## src/rtl/reg_file_param.sv

```systemverilog
// Parametrised register file: two combinational read ports, one synchronous
// write port, optional same-cycle write bypass and hardwired zero register,
// plus a sequential CLEAR (one entry per cycle) with a sticky dropped-write flag.
module reg_file_param #(
  parameter int DATA_W   = 8,
  parameter int ADDR_W   = 3,
  parameter int BYPASS   = 1,
  parameter int ZERO_REG = 0
) (
  input  logic              CLK,
  input  logic              RESET,
  input  logic [DATA_W-1:0] IN,
  input  logic [ADDR_W-1:0] INADDRESS,
  input  logic              WRITE,
  input  logic [ADDR_W-1:0] OUT1ADDRESS,
  input  logic [ADDR_W-1:0] OUT2ADDRESS,
  output logic [DATA_W-1:0] OUT1,
  output logic [DATA_W-1:0] OUT2,
  input  logic              CLEAR,
  output logic              BUSY,
  output logic              WR_DROPPED
);

  localparam int DEPTH = 1 << ADDR_W;

  localparam logic [0:0] ST_IDLE     = 1'b0;
  localparam logic [0:0] ST_CLEARING = 1'b1;

  logic [DATA_W-1:0] regs [DEPTH];
  logic [0:0]        state;
  logic [ADDR_W-1:0] clr_cnt;
  logic              dropped;
  logic              wr_ok;

  // True when the address names the hardwired zero register.
  function automatic logic is_zero(input logic [ADDR_W-1:0] addr);
    return (ZERO_REG != 0) && (addr == '0);
  endfunction

  // Read-port value: stored contents, optionally overridden by a live write,
  // and forced to zero for the hardwired register.
  function automatic logic [DATA_W-1:0] read_port(
    input logic [ADDR_W-1:0] raddr,
    input logic [DATA_W-1:0] stored,
    input logic              fwd
  );
    logic [DATA_W-1:0] v;
    v = stored;
    if (fwd && (INADDRESS == raddr)) v = IN;
    if (is_zero(raddr)) v = '0;
    return v;
  endfunction

  assign BUSY       = (state == ST_CLEARING);
  assign WR_DROPPED = dropped;

  // A write lands only when idle and not aimed at the zero register.
  assign wr_ok = WRITE && !BUSY && !is_zero(INADDRESS);

  // Storage update: reset wipes everything, a clear zeroes one entry per
  // cycle, otherwise an accepted write is stored.
  always_ff @(posedge CLK) begin
    if (RESET) begin
      for (int i = 0; i < DEPTH; i++) regs[i] <= '0;
    end else if (BUSY) begin
      regs[clr_cnt] <= '0;
    end else if (wr_ok) begin
      regs[INADDRESS] <= IN;
    end
  end

  // Clear sequencer and sticky dropped-write flag.
  always_ff @(posedge CLK) begin
    if (RESET) begin
      state   <= ST_IDLE;
      clr_cnt <= '0;
      dropped <= 1'b0;
    end else begin
      case (state)
        ST_IDLE: begin
          if (CLEAR) begin
            state   <= ST_CLEARING;
            clr_cnt <= '0;
          end
        end
        ST_CLEARING: begin
          // Counter wraps to 0 naturally after the last index.
          clr_cnt <= clr_cnt + ADDR_W'(1);
          if (&clr_cnt) state <= ST_IDLE;
          if (WRITE && !is_zero(INADDRESS)) dropped <= 1'b1;
        end
        default: begin
          state   <= ST_IDLE;
          clr_cnt <= '0;
        end
      endcase
    end
  end

  // Combinational read ports; forwarding is suppressed while clearing.
  always_comb begin
    OUT1 = read_port(OUT1ADDRESS, regs[OUT1ADDRESS], (BYPASS != 0) && WRITE && !BUSY);
    OUT2 = read_port(OUT2ADDRESS, regs[OUT2ADDRESS], (BYPASS != 0) && WRITE && !BUSY);
  end

endmodule

```

## config.mk

```make
export PLATFORM = sky130hd
export DESIGN_NAME = reg_file_param
export DESIGN_NICKNAME = d
export VERILOG_FILES = /design/src/rtl/reg_file_param.sv
export SDC_FILE = /design/constraint.sdc
export NUM_CORES = 1
export LEC_CHECK = 0
export ABC_AREA = 1
export BUFFER_PORTS_ARGS = -buffer_cell sky130_fd_sc_hd__buf_2
export CORE_UTILIZATION = 40
export CTS_BUF_LIST = sky130_fd_sc_hd__clkbuf_2
export CTS_CLUSTER_SIZE = 25
export DETAILED_ROUTE_END_ITERATION = 12
export GPL_TIMING_DRIVEN = 0
export HOLD_SLACK_MARGIN = 0.03
export PLACE_DENSITY = 0.63
export SLEW_MARGIN = 25
export SYNTH_ARGS = -nofsm -noshare
export SYNTH_HDL_FRONTEND = slang
export SYNTH_SLANG_ARGS = --single-unit
export TNS_END_PERCENT = 30
```

## constraint.sdc

```tcl
create_clock -name CLK -period 2.3 [get_ports CLK]
set_clock_uncertainty 0.05 [all_clocks]
set_input_delay 0 -clock CLK [delete_from_list [all_inputs] [get_ports CLK]]
set_output_delay 0 -clock CLK [all_outputs]
set_load 0.01 [all_outputs]
```

### Word level (Yosys, flattened, before mapping)

Memories as Yosys holds them, arrays and structs flattened.
Index checks and enable logic that the tools add are counted.

* output and inout bits: 18
* input port bits: 21
* word-level logic and storage cells: 39
* RAM bits: 64
* memories kept: 1
* bits in registers: 5

Memories
* regs: words 8, bits a word 8, rd ports 2, clocked after memory_dff 0, wr ports 8, RTL line 29 `logic [DATA_W-1:0] regs [DEPTH];`

* reduce and logical (&&, ||, !) cells: 8
* bitwise gates (word level): 1
* $add $sub $neg: 1
* equal/unequal tests: 3
* multiplexer cells: 22

Operators with widths (number)
* 2-to-1 mux 8 bit: 4
* OR reduction 8 bit: 2
* 2-to-1 mux 1 bit: 13
* 2-to-1 mux 3 bit: 3
* == test 3 bit: 2
* one-hot mux 3 bit (2 select lines): 1
* adder 3 x 1 -> 3 bit, second input constant: 1
* logical AND 1 bit: 3
* AND reduction 3 bit: 1
* != test 2 bit, second input constant: 1
* one-hot mux 1 bit (2 select lines): 1
* AND reduction 2 bit: 1
* zero test 1 bit: 1
* inverter 1 bit: 1

### Logic depth before layout (Yosys ltp)

* word-level depth: 8
* gate-level depth with buffers: 9

### Worst setup path after synthesis

OpenSTA, ideal clock, no wires.

* path type: reg-to-reg
* start: register state (netlist: BUSY)
* end: memory regs[0][0], enable pin
* period minus slack after synthesis: 1.697 ns
* arrival time: 1.319 ns
* stages on the path, launching flop included: 9
* setup time: 0.329 ns
* required time: 1.921 ns
* buffers on the path: 1
* slack: 0.603 ns
* path through: dfxtp_1 buf_4 inv_2 nand3_4 nand2_1 nand2_1 nor2_4 nand2_4 nand2_1

RTL lines
* from (decl): RTL line 30 `logic [0:0] state;`
* from (signal assigned): RTL line 75 `state <= ST_IDLE;`
* from (signal assigned): RTL line 82 `state <= ST_CLEARING;`
* from (signal assigned): RTL line 89 `if (&clr_cnt) state <= ST_IDLE;`
* to (decl): RTL line 29

### Worst setup path in the final report

* start: register state (netlist: BUSY)
* end: output OUT2[6]

* longest elaborated chain between the ends: 4

RTL lines
* zero test 1 bit: RTL line 103 `OUT2 = read_port(OUT2ADDRESS, regs[OUT2ADDRESS], (BYPASS != 0) && WRITE && !BUSY);`
* logical AND 1 bit: RTL line 103
* logical AND 1 bit: RTL line 49 `if (fwd && (INADDRESS == raddr)) v = IN;`
* 2-to-1 mux 8 bit: RTL line 49
* to (decl): RTL line 18 `output logic [DATA_W-1:0] OUT2,`

Every way passes these cells.

==> results_dict.tcl <==
set metrics [dict create \
    cp.arrival_ps 2090 \
    timing.rr.start "BUSY" \
    drt_iter0_drc 442 \
    antenna_left 0 \
    hold_viol_final 0 \
    period_needed_ps 2136 \
    holdWs_ps 101.6 \
    die_w_um 106.9 \
    port_buffers 32 \
    start_util_pct 41.87 \
    fmax_mhz 468.1 \
    cp-end-kind "output pin" \
    clk_pin_slew_ps 210 \
    yosysWarnings 0 \
    grt_pass1_vias 3921 \
    placed_cell_area_mm2 0.004731 \
    synth_cells 600 \
    dp_hpwl_mm 10.14 \
    fin_nets 672 \
    multi_input_area_mm2 0.001958 \
    htree_levels 3 \
    n_fill_cell 1096 \
    route.vias.total 4164 \
    worst_pin_slew_ps 634.3 \
    hold_end "regs[7][2]" \
    cp.required_ps 2250 \
    core_mm2 0.01051 \
    dp.cells 768 \
    r2r_cells 8 \
    antenna_found_initial 0 \
    syn_area_per_cell_um2 7.334 \
    dieArea_mm2 0.01142 \
    run_status "completed" \
    grt_max_degree 12 \
    clock-sinks 69 \
    cts_resized 0 \
    io-pin-count 39 \
    rr_endpoint "regs[0][2]" \
    cts_root_buffer "clkbuf_2" \
    path_max_fanout 9 \
    grt.overflow.total 0 \
    leakagePower_nw 2.336 \
    hold_path.class "input pin to flop" \
    syn-cell-area_mm2 0.004400 \
    cts_buffers 9 \
    holdBufCountCts 6 \
    reg2reg_slack_ps 260 \
    finalSetupViolCount 0 \
    yosys.cell_types.count 25 \
    syn_nets 623 \
    ys_seq_elements 69 \
    drv_slew 0 \
    period_share_pct 92.89 \
    holdCritStartpoint "IN[2]" \
    synthToLayoutAreaGrowth_pct 10.75 \
    post_cts.repair.setup_buffers 0 \
    final.setup.tns_ps 0 \
    peakVddDrop_mv 0.2951 \
    grt.total_usage_pct 25.34 \
    rsz0062_at_grt "no" \
    clk_latency_ps 500 \
    min_path_cells 3 \
    wl_per_cell_um 17.56 \
    avgViaCountPerCell 5.271 \
    cts_buffer_depth 2 \
    num_antenna_cells 0 \
    worst-setup-path-type "flop to output pin" \
    slew_headroom_pct 57.72 \
    drtPass1Iterations 5 \
    seqCellArea_mm2 0.002022 \
    final_cells 790 \
    cp-start-kind "flop" \
    postLayoutCellArea_mm2 0.004873 \
    drive_above_1_share_pct 15.14 \
    cap_violations 0 \
    wirelength_mm 13.87 \
    globalplace.congestion 0.8969 \
    die_y_um 106.9 \
    ys_seq_area_share_pct 45.95 \
    drc 0 \
    cts_tree "yes" \
    std_cell_rows 37 \
    power_density_mw_per_mm2 541.2 \
    grt_pass1_wl_mm 21.25 \
]
==> worst max-delay path, stage by stage (launching register included) <==
cell      delay [ps]
dfxtp_1          360
buf_4            170
nor2_4           190
nand2_1           80
nor2_2           100
nand2_2          170
clkinv_2         200
nand2_1           90
nand2_1           90
buf_2            130
==> cell type report <==
cell class | count | share of cell area, %
timing repair buffer | 38 | 4.519
sequential | 69 | 41.49
buffer | 24 | 2.413
multi-input combinational | 427 | 40.18
clock buffer | 11 | 1.130
inverter | 80 | 6.213
clock inverter | 5 | 0.5648
tap | 136 | 3.492
==> where the power goes <==
part	internal (mW)	switching [mW]
Sequential	1.43	0.0231
Clock	0.144	0.466
Combinational	0.174	0.403
==> synth_stat cells <==
cell type / count / area share [%]
nor2_2: 2 / 0.28
nand3_2: 2 / 0.45
inv_1: 71 / 6.1
inv_2: 7 / 0.60
nor2_8: 2 / 0.91
buf_1: 1 / 0.085
clkinv_2: 2 / 0.23
nand4_1: 2 / 0.28
nor2_1: 71 / 6.1
a21oi_1: 3 / 0.34
a211oi_1: 2 / 0.34
buf_6: 1 / 0.26
nor2_4: 5 / 1.3
dfxtp_1: 5 / 2.3
nand2_4: 8 / 2.0
nand3_4: 1 / 0.40
nand2_2: 6 / 0.85
nand3_1: 112 / 13
edfxtp_1: 64 / 44
ha_1: 2 / 0.57
buf_2: 13 / 1.5
o21ai_2: 1 / 0.20
buf_4: 1 / 0.17
clkbuf_1: 8 / 0.68
nand2_1: 208 / 18
==> per-stage QoR <==
step / utilization [%] / setup WS (ps) / power, mW
global route: 46.37 / 14.63 / 2.742
finish: 46.37 / 163.6 / 2.637
floorplan: - / 602.7 / 1.846
global placement: 45.02 / 356.0 / 2.034
CTS: 46.37 / 156.6 / 2.642
detailed placement: 45.02 / 309.0 / 2.042
==> logic make-up after synthesis <==
| logic type | count (synthesis) | synth area share, % |
|---|---|---|
| buffers and inverters | 104 | 9.554 |
| adders and majority gates | 2 | 0.5686 |
| AOI/OAI and AO/OA | 6 | 0.8813 |
| DFF | 69 | 45.95 |
| and+or+nand+nor | 419 | 43.05 |
==> sequential cells by signal, summed over array words and instances (netlist names) <==
| name | count |
|---|---|
| WR_DROPPED | 1 |
| clr_cnt | 3 |
| regs | 64 |
| BUSY | 1 |
==> worst max-delay path by stage <==
stage	start	endpoint	slack [ps]	cells after the start
after floorplan	BUSY	regs[0][0]	600	8
after global placement	BUSY	regs[0][1]	360	8
after detailed placement	BUSY	regs[0][1]	310	8
after CTS	BUSY	OUT2[6]	160	9
after global routing	BUSY	OUT2[6]	10	9
final	BUSY	OUT2[6]	160	9
==> metal layers <==
layer	GRT usage, %	routed length [um]	vias to the layer above
li1	-	-	1997
met1	34.48	6016	1910
met2	39.03	6153	226
met3	5.046	1197	31
met4	11.06	501	0
met5	0	0	-
==> cell usage in the layout (no fill, tap or decap), drive strengths merged <==
| cell | count |
|---|---|
| clkinvlp | 1 |
| a211oi | 2 |
| a21oi | 3 |
| nand4 | 2 |
| dfxtp | 5 |
| o21ai | 1 |
| ha | 2 |
| clkinv | 6 |
| nand3 | 115 |
| clkbuf | 19 |
| nor2 | 80 |
| nand2 | 222 |
| inv | 78 |
| dlygate4sd3 | 6 |
| edfxtp | 64 |
| buf | 48 |
Note: power is estimated with default switching activity, not from simulation.
